<file path="config.mk">
export PLATFORM = sky130hd
export DESIGN_NAME = channel_sequencer
export DESIGN_NICKNAME = d
export VERILOG_FILES = /design/src/rtl/chseq_pkg.sv /design/src/rtl/channel_sequencer_sw_debounce.sv /design/src/rtl/channel_sequencer.sv
export SDC_FILE = /design/constraint.sdc
export NUM_CORES = 1
export LEC_CHECK = 0
export CAP_MARGIN = 40
export CORE_MARGIN = 2
export CORE_UTILIZATION = 48
export DETAILED_ROUTE_END_ITERATION = 7
export PLACE_DENSITY = 0.73
export SETUP_SLACK_MARGIN = 0.15
export SYNTH_ARGS = -nofsm -noshare
export SYNTH_HDL_FRONTEND = slang
export SYNTH_HIERARCHICAL = 1
export SYNTH_SLANG_ARGS = --single-unit
export TNS_END_PERCENT = 100
</file>
<file path="constraint.sdc">
create_clock -name clk -period 2.2 [get_ports clk]
set_input_delay 0.22 -clock clk [delete_from_list [all_inputs] [get_ports clk]]
set_output_delay 0.22 -clock clk [all_outputs]
set_load 0.01 [all_outputs]
</file>
<file path="src/rtl/chseq_pkg.sv">
// Shared types and helpers for the channel sequencer: FSM states, address-width
// derivation and the scan-order search over the channel enable mask.
package chseq_pkg;

    typedef enum logic [1:0] {
        IDLE      = 2'd0,
        SELECT    = 2'd1,
        ISSUE     = 2'd2,
        WAIT_DONE = 2'd3
    } state_e;

    localparam int unsigned MAX_CH = 16;

    function automatic int unsigned addr_width(input int unsigned num_ch);
        return (num_ch <= 2) ? 1 : $clog2(num_ch);
    endfunction

    // Lowest set bit strictly above cur, otherwise the lowest set bit overall.
    function automatic logic [3:0] next_set_bit(input logic [MAX_CH-1:0] mask,
                                                input logic [3:0]        cur);
        logic [3:0] nxt;
        logic       found;
        nxt   = '0;
        found = 1'b0;
        for (int unsigned i = 0; i < MAX_CH; i++) begin
            if (!found && mask[i] && (i > 32'(cur))) begin
                nxt   = 4'(i);
                found = 1'b1;
            end
        end
        for (int unsigned i = 0; i < MAX_CH; i++) begin
            if (!found && mask[i]) begin
                nxt   = 4'(i);
                found = 1'b1;
            end
        end
        return nxt;
    endfunction

endpackage

</file>
<file path="src/rtl/channel_sequencer_sw_debounce.sv">
// Two-flop synchroniser for the switch bus, followed by an optional stability
// filter enabled by CHSEQ_DEBOUNCE_EN.
module sw_debounce #(
    parameter int unsigned W            = 9,
    parameter int unsigned DEBOUNCE_CYC = 50000
) (
    input  logic         clk,
    input  logic         reset,
    input  logic [W-1:0] sw_i,
    output logic [W-1:0] sw_o
);

    logic [W-1:0] sync1_q;
    logic [W-1:0] sync2_q;

    always_ff @(posedge clk) begin
        if (reset) begin
            sync1_q <= '0;
            sync2_q <= '0;
        end else begin
            sync1_q <= sw_i;
            sync2_q <= sync1_q;
        end
    end

`ifdef CHSEQ_DEBOUNCE_EN
    localparam int unsigned CNT_W = $clog2(DEBOUNCE_CYC + 1);

    logic [W-1:0]     cand_q;
    logic [W-1:0]     sw_q;
    logic [CNT_W-1:0] cnt_q;

    // cnt_q is the number of consecutive cycles sync2_q has held cand_q's value.
    always_ff @(posedge clk) begin
        if (reset) begin
            cand_q <= '0;
            sw_q   <= '0;
            cnt_q  <= '0;
        end else begin
            cand_q <= sync2_q;
            if (sync2_q != cand_q) begin
                cnt_q <= CNT_W'(1);
            end else if (cnt_q == CNT_W'(DEBOUNCE_CYC - 1)) begin
                sw_q <= cand_q;
            end else begin
                cnt_q <= cnt_q + CNT_W'(1);
            end
        end
    end

    assign sw_o = sw_q;
`else
    logic [31:0] unused_debounce_cyc;
    assign unused_debounce_cyc = DEBOUNCE_CYC;
    assign sw_o                = sync2_q;
`endif

endmodule

</file>
<file path="src/rtl/channel_sequencer.sv">
// ADC channel sequencer: manual or auto-scan channel choice, valid/ready hand-off
// to the SPI master, conversion-done wait with timeout. Optional CHSEQ_DEBOUNCE_EN.
module channel_sequencer
    import chseq_pkg::*;
#(
    parameter int unsigned NUM_CH       = 8,
    parameter int unsigned ADDR_W       = addr_width(NUM_CH),
    parameter int unsigned SW_W         = 8,
    parameter int unsigned LED_W        = 8,
    parameter int unsigned DEBOUNCE_CYC = 50000,
    parameter int unsigned TIMEOUT_CYC  = 4096
) (
    input  logic              clk,
    input  logic              reset,
    input  logic [SW_W-1:0]   sw_chan,
    input  logic              sw_mode,
    input  logic [NUM_CH-1:0] ch_mask,
    output logic              ch_valid,
    output logic [ADDR_W-1:0] ch_addr,
    input  logic              ch_ready,
    input  logic              conv_done,
    output logic [LED_W-1:0]  led,
    output logic              busy,
    output logic              err_timeout
);

    localparam int unsigned TMO_W = $clog2(TIMEOUT_CYC + 1);

    logic [SW_W:0]       sw_s;
    logic [ADDR_W-1:0]   chan_s;
    logic                mode_s;
    logic                unused_sw_hi;
    logic [MAX_CH-1:0]   mask_ext;

    state_e              state_q, state_d;
    logic [ADDR_W-1:0]   addr_q, addr_d;
    logic [LED_W-1:0]    led_q, led_d;
    logic [TMO_W-1:0]    tmo_q, tmo_d;
    logic                err_q, err_d;

    sw_debounce #(
        .W            (SW_W + 1),
        .DEBOUNCE_CYC (DEBOUNCE_CYC)
    ) u_sw_debounce (
        .clk   (clk),
        .reset (reset),
        .sw_i  ({sw_mode, sw_chan}),
        .sw_o  (sw_s)
    );

    assign mode_s       = sw_s[SW_W];
    assign chan_s       = sw_s[ADDR_W-1:0];
    assign unused_sw_hi = ^sw_s[SW_W-1:ADDR_W];

    always_comb begin
        mask_ext             = '0;
        mask_ext[NUM_CH-1:0] = ch_mask;
    end

    always_ff @(posedge clk) begin
        if (reset) begin
            state_q <= IDLE;
            addr_q  <= '0;
            led_q   <= '0;
            tmo_q   <= '0;
            err_q   <= 1'b0;
        end else begin
            state_q <= state_d;
            addr_q  <= addr_d;
            led_q   <= led_d;
            tmo_q   <= tmo_d;
            err_q   <= err_d;
        end
    end

    always_comb begin
        state_d = state_q;
        addr_d  = addr_q;
        led_d   = led_q;
        tmo_d   = tmo_q;
        err_d   = 1'b0;
        unique case (state_q)
            IDLE: state_d = SELECT;
            SELECT: begin
                if (mode_s) begin
                    if (ch_mask == '0) begin
                        led_d = '0;
                    end else begin
                        addr_d  = ADDR_W'(next_set_bit(mask_ext, 4'(addr_q)));
                        led_d   = LED_W'(1) << addr_d;
                        state_d = ISSUE;
                    end
                end else begin
                    // Out-of-range manual values re-issue the previous channel.
                    if (32'(chan_s) < NUM_CH) begin
                        addr_d = chan_s;
                    end
                    led_d   = LED_W'(1) << addr_d;
                    state_d = ISSUE;
                end
            end
            ISSUE: begin
                if (ch_ready) begin
                    tmo_d   = '0;
                    state_d = WAIT_DONE;
                end
            end
            WAIT_DONE: begin
                if (conv_done) begin
                    state_d = SELECT;
                end else if (tmo_q == TMO_W'(TIMEOUT_CYC - 1)) begin
                    err_d   = 1'b1;
                    state_d = SELECT;
                end else begin
                    tmo_d = tmo_q + TMO_W'(1);
                end
            end
            default: state_d = IDLE;
        endcase
    end

    assign ch_valid    = (state_q == ISSUE);
    assign busy        = (state_q == ISSUE) || (state_q == WAIT_DONE);
    assign ch_addr     = addr_q;
    assign led         = led_q;
    assign err_timeout = err_q;

endmodule

</file>
* Word-level counts from Yosys, hierarchy flattened
Index checks and enable logic that the tools add are counted.
** Storage, ports and cells
- Logic and storage cells :: 162
- Output and inout port bits :: 14
- Input bits :: 21
- Register bits :: 45
** Operators by class
- Shift operators :: 2
- Reductions and logical operators :: 43
- Muxes and demuxes :: 91
- Bitwise logic cells :: 1
- Order comparisons :: 7
- Add/subtract/negate cells :: 1
- Equal/unequal tests :: 10
** Operators with widths (count)
- two-way mux 1 bit :: 58
- two-way mux 3 bit :: 19
- two-way mux 13 bit :: 3
- case mux 13 bit (2 select lines) :: 1
- logical AND 1 bit :: 21
- two-way mux 8 bit :: 2
- << shifter 1 x 3 -> 8 bit, first input constant :: 2
- logical NOT 1 bit :: 14
- two-way mux 2 bit :: 7
- adder 13 x 1 -> 13 bit, second input constant :: 1
- equality test 13 x 12 -> 1 bit, second input constant :: 1
- greater-than comparator 3 bit, first input constant :: 4
- logical NOT 8 bit :: 1
- case mux 2 bit (4 select lines) :: 1
- greater-than comparator 2 x 3 -> 1 bit, first input constant :: 2
- != test 2 bit, second input constant :: 3
- != test 3 bit, second input constant :: 2
- equality test 2 bit, second input constant :: 2
- AND reduction 4 bit :: 1
- greater-than comparator 1 x 3 -> 1 bit, first input constant :: 1
- AND reduction 3 bit :: 1
- OR reduction 3 bit :: 1
- equality test 2 x 1 -> 1 bit, second input constant :: 1
- logical NOT 2 bit :: 1
- 5 further kinds :: 5

* Longest topological paths before layout
- Word-level depth :: 99
- Mapped depth :: 8
- Gate-level depth less buffers :: 8

* Hierarchy
Netlist, hierarchy kept.
** Modules (own cells, without submodules)
- channel_sequencer :: sequential area each 540.5 um^2, area an instance 1737.9 um^2, cells an instance 229, times used 1
- sw_debounce :: sequential area each 360.3 um^2, area an instance 489.2 um^2, cells an instance 37, times used 1

* Worst setup path after synthesis
No wires, ideal clock.
- Path type :: register -> register
- Start point :: register addr_q[1] (netlist: ch_addr[1])
- End point :: register led_q[1] (netlist: led[1])
- Required time :: 2.099 ns
- Path buffers :: 1
- Setup time :: 0.101 ns
- Period minus slack after synthesis :: 1.995 ns
- Stages on the path, launching flop included :: 8
- Slack :: 0.205 ns
- Data arrival time :: 1.894 ns
- Cells stage by stage :: dfxtp_1 > buf_2 > or3b_1 > a21o_2 > nand2_2 > or4_4 > a21o_1 > o41ai_1
** Between the ends
- Longest elaborated chain between the ends :: 99
- Elaborated cells between the ends (all ways) :: 119
- Classes of those cells :: 7 x order compare; 1 x shift; 76 x mux; 35 x reduce/logical
** RTL lines
- start: declaration :: line channel_sequencer.sv:36 : logic [ADDR_W-1:0] addr_q, addr_d;
- start signal: assignment :: line channel_sequencer.sv:69 : addr_q <= addr_d;
- greater-than comparator 1 x 3 -> 1 bit :: line chseq_pkg.sv:26 : if (!found && mask[i] && (i > 32'(cur))) begin
- logical AND 1 bit :: line chseq_pkg.sv:26
- two-way mux 1 bit :: line chseq_pkg.sv:26
- two-way mux 1 bit :: line channel_sequencer.sv:86 : if (ch_mask == '0) begin
- two-way mux 1 bit :: line channel_sequencer.sv:85 : if (mode_s) begin
- two-way mux 1 bit :: line channel_sequencer.sv:82 : unique case (state_q)
- logical NOT 1 bit :: line chseq_pkg.sv:26
- logical AND 1 bit (2 in a row) :: line chseq_pkg.sv:26
- [... 82 more ...]
- logical AND 1 bit :: line chseq_pkg.sv:32 : if (!found && mask[i]) begin
- two-way mux 3 bit (*) :: line chseq_pkg.sv:32
- two-way mux 3 bit (*) :: line channel_sequencer.sv:86
- two-way mux 3 bit (*) :: line channel_sequencer.sv:85
- two-way mux 3 bit (*) :: line channel_sequencer.sv:82
- << shifter 1 x 3 -> 8 bit (*) :: line channel_sequencer.sv:90 : led_d = LED_W'(1) << addr_d;
- two-way mux 8 bit (*) :: line channel_sequencer.sv:86
- two-way mux 8 bit (*) :: line channel_sequencer.sv:85
- end signal: assignment :: line channel_sequencer.sv:70 : led_q <= led_d;
- end: declaration :: line channel_sequencer.sv:37 : logic [LED_W-1:0] led_q, led_d;
Every way passes the cells marked *; elsewhere a longest branch is shown, timed or not. The select of a mux whose other input is x is not followed.
A chain may end at the register's enable or synchronous reset.

* Worst setup path in the final report
- Start point :: register state_q[0]
- End point :: output port busy
** Between the ends
- Longest elaborated chain between the ends :: 2
- Elaborated cells between the ends (all ways) :: 3
- Classes of those cells :: 2 x eq/ne; 1 x reduce/logical
** RTL lines
- start: declaration :: line channel_sequencer.sv:35 : state_e state_q, state_d;
- start signal: assignment :: line channel_sequencer.sv:68 : state_q <= state_d;
- equality test 2 bit :: line channel_sequencer.sv:123 : assign busy = (state_q == ISSUE) || (state_q == WAIT_DONE);
- logical OR 1 bit (*) :: line channel_sequencer.sv:123
- end: declaration :: line channel_sequencer.sv:23 : output logic busy,
Every way passes the cells marked *; elsewhere a longest branch is shown, timed or not.

==> results.cfg <==
[placement]
dp_cells = 336
dp_hpwl_mm = 3.264
dpl_cell_area_um2 = 2424
place_ws_ps = -153.3
place_congestion = 0.8209
io_buffers = 29

[clock_tree]
cts_root_buffer = clkbuf_8
cts_tree = yes
cts_htree_levels = 2
clkSlewWorstSetupHoldPaths_ps = 70
clkSinkCount = 35
cts_buffers = 5
clock_latency_ps = 290
cts_hold_buf = 0
cts_buffer_depth = 2

[sta]
fmax_mhz = 495.4
rsz0062_at_grt = true
timing.hold.ws_ps = 432.0
final_max_slew_viol_count = 0
hold_viol = 0
max_slew_margin_pct = 68.32
period_minus_slack_ps = 2018
post-route-period-util_pct = 91.75
skew_ps = 5.743
setup_slack_ps = 181.5
setup_viol = 0
worstMarginPinSlew_ps = 462.0

[layout]
design_area_um2 = 2624
antennaDiodeCount = 0
drive_above_1_share_pct = 19.39
final_cell_mix = dfxtp_1 (31), nor2_1 (27), clkdlybuf4s50_1 (27), nand2_1 (22), o21ai_0 (21)
num-nets-final = 319
final_common_cell = dfxtp_1
final_cells = 344
syn2layout_area_growth_pct = 33.74

[min_path]
hp-class = flip-flop to flip-flop

[die]
die_w_um = 67.93
io_pins = 35
core_um2 = 3971
chipHeight_um = 67.93
dieArea_um2 = 4614
num_rows = 23
start_util_pct = 49.40

[yosys]
synthCells = 246
syn_nets = 272
synth_area_per_cell_um2 = 7.975
yosys_warnings = 6
syn_area_um2 = 1962

[routing]
routedWlPerCell_um = 12.94
drc = 0
viasPerCell = 5.477
vias = 1884
drtIter0Drc = 118
first_pass_iters = 5
totalWireLength_mm = 4.452
ant_nets = 0

[outcome]
status = completed

[power]
ir_drop_mv = 0.5616
p_leak_nw = 1.011
power.density_nw_per_um2 = 841.3

[global_route]
grt_usage_pct = 20.73
grt_pass1_vias = 1682
grt_max_degree = 20
overflow = 0
grt_pass1_wl_mm = 7.265
antenna_found_initial = 0

[critical_path]
cp_max_fo = 6
path_class = flip-flop to primary output
critPathLaunchType = flip-flop
worstPathRequired_ps = 1980
worst_ep_arrival_time_ps = 1800
endpoint_kind = primary output

[job]
maxCapViolations = 0
[worst paths after layout]
| path | start | depth (start not counted) | to | slack [ps] |
|---|---|---|---|---|
| max reg2reg | ch_addr[0]$_SDFFE_PP0P_ | 6 | led[1]$_SDFFE_PP0P_ | 210 |
| min reg2reg | u_sw_debounce/sync1_q[2]$_SDFF_PP0_ | 1 | u_sw_debounce/sw_o[2]$_SDFF_PP0_ | 430 |
| min | u_sw_debounce/sync1_q[2]$_SDFF_PP0_ | 1 | u_sw_debounce/sw_o[2]$_SDFF_PP0_ | 430 |
| max | state_q[0]$_SDFFE_PP0P_ | 4 | busy | 180 |
[cell type report]
class / count / area [um^2]
clock buffers: 8 / 100.1
fillers: 357 / 1348
inverters: 11 / 41.29
multi-input cells: 191 / 1266
flip-flops and latches: 35 / 708.2
well taps: 50 / 62.56
repair buffers: 49 / 445.4
[power breakdown]
part	switching (mW)	internal (mW)
sequential	0.0739	0.724
clock	0.224	0.286
combinational	0.460	0.440
[state kept, by name (all words and copies together) (netlist names)]
signal                 cells
tmo_q                     13
led                        8
u_sw_debounce/sw_o         4
u_sw_debounce/sync1_q      4
ch_addr                    3
state_q                    2
err_timeout                1
[metal layers]
metal	share of wire, %	track usage (%)	wire length [um]	up-vias
met5	0	0	0	-
met4	1.2	6.000	55	0
met3	3.6	4.934	162	5
met2	44	32.28	1958	32
met1	51	28.47	2275	871
li1	-	-	-	976
[worst max-delay path, stage by stage (launching register included)]
cell	delay, ps
dfxtp_2	370
inv_1	50
ha_1	290
or2_2	320
clkdlybuf4s50_1	480
[metrics by stage]
stage / setup TNS [ps] / utilization [%] / power [mW]
2_1_floorplan: 0 / - / 1.287
3_3_place_gp: -548.3 / 61.03 / 1.628
3_5_place_dp: -586.4 / 61.03 / 1.633
4_1_cts: 0 / 63.83 / 2.160
5_1_grt: 0 / 66.07 / 2.340
6_report: 0 / 66.07 / 2.207
[timing repair]
action | in CTS | in global routing
setup buffers | 0 | 0
setup endpoints to repair | 7 | 16
gates resized for setup | 4 | 17
pin swaps | 0 | 2
(Power assumes the default switching activity.)
==> RTL edit 1, RTL diff (same flow settings) <==
Put one more register stage on the output `led`, with the module's reset. The value now appears one clock later. The other outputs are not delayed to match.
--- a/src/rtl/channel_sequencer.sv
+++ b/src/rtl/channel_sequencer.sv
@@ -123,5 +123,11 @@
     assign busy        = (state_q == ISSUE) || (state_q == WAIT_DONE);
     assign ch_addr     = addr_q;
-    assign led         = led_q;
+    always_ff @(posedge clk) begin
+        if (reset) begin
+            led <= '0;
+        end else begin
+            led <= led_q;
+        end
+    end
     assign err_timeout = err_q;
 
Check against the original RTL: not equivalent (Yosys sat finds a counterexample within 4 cycles, from zero or initial values and one cycle with reset high).
==> RTL edit 1 against the unedited design <==
  * Total power rose by 4.6%
  * Setup slack improved by 31 ps
  * Non-clock buffer count rose by 1
  * Sequential cell count rose by 8
  * Critical path depth rose by 3
  * Area after synthesis rose by 11%
  * Wire length fell by 1.1%
  * Design area rose by 7.7%
  * Critical endpoint is now ch_addr[2]
  * Largest power group is now sequential cells
  * Highest routed layer unchanged
==> RTL edit 1: results (changes against the unedited design) <==
status finished, final reports clean; number of global-route vias before repair 1,600 (-4.9%); total global-route track usage 17.5% (-3.3 points); maximum vdd drop 582 uV (+3.7%); non-filler instance count after layout 350 (+1.7%); layout cell share with drive strength beyond 1 17.8% (-1.6 points); port buffer count 29 (unchanged); clk slew on worst S/H paths 70 ps (about the same); slowest stage cell, crit path clkdlybuf4s50_1; Post-layout nets 323 (+1.3%); H-tree levels 2 (unchanged); CTS max path bufs 2 (unchanged); TritonCTS Buffers 5 (unchanged); largest net degree at the start of global routing 19 (-5.0%); total of warnings raised by yosys 6 (unchanged); DR vias/cell 5.41 (-1.2%); delay-heaviest family, CP simple AND/OR/NAND/NOR gates; clock skew 5.71 ps (-0.0319 ps); initial antenna violation count 0 (unchanged); routed length per instance 12.6 um (-2.8%); root buffer cell clkbuf_8; Setup violations, final 0 (unchanged); Pleak 1.11 nW (+9.4%); registers with the most flip-flops tmo_q: 13 flops, led: 8 flops, led_q: 8 flops; worst hold path class flip-flop to flip-flop; switch share 31.4% (-2.9 points); delay of the slowest critical-path stage 550 ps (+70 ps); placed insts 341 (+1.5%); n_diodes 0 (unchanged); critical path arrival 2210 ps (+410 ps); first-pass GRT wire length 7.19 mm (-1.0%); dpl hpwl 3.17 mm (-2.7%); slew at the pin closest to its max-slew limit 375 ps (-87.3 ps); first-pass iteration count of the detailed router 4 (-1); critical-path maximum fanout 5 (-1); syn nets 275 (+1.1%); Mean Syn Cell Area 8.71 um^2 (+9.2%); clk_lat worst skew 290 ps (about the same); DRT iter0 DRCs 92 (-22%); GP Congestion 0.820 (about the same)
RTL edit 1: worst register-to-register path: stages (launching register included):
cell,delay (ps)
dfxtp_1,320
buf_4,150
or3b_4,420
a21oi_2,140
o211a_1,240
a311oi_4,80
or3_4,390
a21oi_1,150
RTL edit 1: cell type report:
class | count | area, um^2
fillers | 370 | 1530
multi-input cells | 189 | 1310
well taps | 52 | 65.1
inverters | 8 | 30.0
repair buffers | 50 | 458
clock buffers | 7 | 96.3
clock inverters | 1 | 7.51
flip-flops and latches | 43 | 863
RTL edit 1: timing repair:
item / 4_1_cts / 5_1_grt
setup buffers: 0 / 1
resized for setup: 1 / 16
pin swaps: 0 / 7
endpoints found under the setup margin: 1 / 19
RTL edit 1: power by group through the flow:
stage | registers [W] | clock network [W] | logic (W)
2_1_floorplan | 0.000982 | 0 | 0.000461
3_3_place_gp | 0.000977 | 0 | 0.000758
3_5_place_dp | 0.000981 | 0 | 0.000767
4_1_cts | 0.000963 | 0.000555 | 0.000770
5_1_grt | 0.000984 | 0.000589 | 0.000890
6_report | 0.000965 | 0.000538 | 0.000804
RTL edit 1: final timing paths:
path | startpoint | to | slack, ps | cells past startpoint
worst max-delay path | ch_mask[5] | ch_addr[2] | 210 | 7
worst min-delay path | u_sw_debounce/sync1_q[2] | u_sw_debounce/sw_o[2] | 430 | 1
worst max register to register | ch_addr[1] | ch_addr[2] | 240 | 7
worst min register to register | u_sw_debounce/sync1_q[2] | u_sw_debounce/sw_o[2] | 430 | 1
RTL edit 1: layer usage:
metal	wire length, um	track usage (%)	vias up
met5	0	0	-
met2	1960	27.0	41
met4	27	5.66	0
li1	-	-	990
met3	170	4.22	2
met1	2250	24.2	861
RTL edit 1: metrics by stage:
stage,area [um^2],setup slack (ps),power [W]
6_report,2830,212,0.00231
5_1_grt,2830,150,0.00246
4_1_cts,2740,153,0.00229
3_5_place_dp,2630,-143,0.00175
3_3_place_gp,2630,-103,0.00173
2_1_floorplan,2170,340,0.00144
==> RTL edit 2, RTL diff (same flow settings) <==
Made on the original files. `NUM_CH`: 8 -> 9.
--- a/src/rtl/channel_sequencer.sv
+++ b/src/rtl/channel_sequencer.sv
@@ -4,5 +4,5 @@
     import chseq_pkg::*;
 #(
-    parameter int unsigned NUM_CH       = 8,
+    parameter int unsigned NUM_CH       = 9,
     parameter int unsigned ADDR_W       = addr_width(NUM_CH),
     parameter int unsigned SW_W         = 8,
Interface: changed (resized ch_addr and ch_mask); port bits go from 35 to 37. The function was not compared with the original's and may differ.
==> RTL edit 2 against the unedited design <==
  * Core utilization rose by 3.9 points
  * Sequential cell count rose by 3
  * Area after synthesis rose by 12%
  * Critical path depth rose by 6
  * Clock power rose by 39%
  * Critical endpoint is now led[0]
  * Total power rose by 37%
  * Worst hold slack barely moved
  * Synthesized cell count rose by 11%
  * Wire length rose by 20%
  * Design area rose by 17%
  * Highest routed layer unchanged
  * Setup slack got worse by 15 ps
==> RTL edit 2: results (changes against the unedited design) <==
first-pass iteration count of the detailed router 4 (-1); Largest Register tmo_q; DRT iter0 DRCs 127 (+7.6%); hold slack 432 ps (+0.499 ps); status finished, final reports clean; Post-CTS Setup Bufs 0 (unchanged); Worst Setup SP ch_addr[1]; worst hold path class flip-flop to flip-flop; slew at the pin closest to its max-slew limit 796 ps (+334 ps); largest net degree at the start of global routing 15 (-25%); placed cell area 0.00272 mm^2 (+12%); beginning of the worst hold path u_sw_debounce/sync1_q[3]; pre-CTS setup slack -158 ps (-4.35 ps); reg2reg setup slack 170 ps (-40 ps); clk_lat worst skew 290 ps (about the same); first-pass GRT wire length 8.66 mm (+19%); critical-path maximum fanout 6 (unchanged); Largest register FFs 13 (unchanged); Mean Syn Cell Area 8.07 um^2 (+1.2%); H-tree levels 2 (unchanged); Routed Antenna Nets 0 (unchanged); delay-heaviest family, CP compound AO/OA/AOI/OAI gates; Pleak 1.14 nW (+13%); PostCTS Resize Cnt 10 (+6); number of global-route vias before repair 1,923 (+14%); delay of the slowest critical-path stage 370 ps (-110 ps); RR Endpoint led[0]; total of warnings raised by yosys 6 (unchanged); layout cell share with drive strength beyond 1 25.8% (+6.4 points); port buffer count 32 (+10%); TritonCTS Buffers 5 (unchanged); placed insts 370 (+10%); Comb power frac 46.7% (+5.9 points); syn nets 299 (+9.9%); total global-route track usage 20.9% (+0.21 points); critical path class flip-flop to flip-flop; maximum vdd drop 517 uV (-8.0%); Worst Hold Path EP u_sw_debounce/sw_o[3]; slowest stage cell, crit path dfxtp_4; Flop+latch power 0.000902 W (+13%); clk slew on worst S/H paths about 80 ps; dpl hpwl 3.75 mm (+15%); Post-layout nets 356 (+12%); CTS max path bufs 2 (unchanged); NetSw 0.00110 W (+44%); critical path arrival 2250 ps (+450 ps); GP Congestion 0.900 (+9.6%); hold depth 1 (unchanged); root buffer cell clkbuf_8; n_diodes 0 (unchanged); routed length per instance 14.0 um (+8.4%); DR vias/cell 5.59 (+2.1%); clock skew 6.15 ps (+0.405 ps); Vias 2,137 (+13%); initial antenna violation count 0 (unchanged)
==> RTL edit 2: metrics by stage <==
step                util, %  total power, W  TNS [ps]
finish                 69.9         0.00303         0
global placement       61.9         0.00210     -1380
global route           69.9         0.00321         0
detailed placement     61.9         0.00212     -1470
CTS                    65.9         0.00287         0
floorplan                 -         0.00164         0
==> RTL edit 2: layer usage <==
layer / vias up / global-route usage, % / share of wire [%]
li1: 1081 / - / -
met1: 998 / 27.8 / 45
met2: 52 / 35.0 / 50
met3: 6 / 4.22 / 4.1
met4: 0 / 5.24 / 0.54
met5: - / 0 / 0
==> RTL edit 2: layout make-up <==
cell class | count | area, um^2
inverter | 10 | 37.5
clock inverter | 3 | 68.8
clock buffer | 5 | 68.8
multi-input combinational | 212 | 1490
tap | 52 | 65.1
fill | 353 | 1320
timing repair buffer | 62 | 554
sequential | 38 | 782
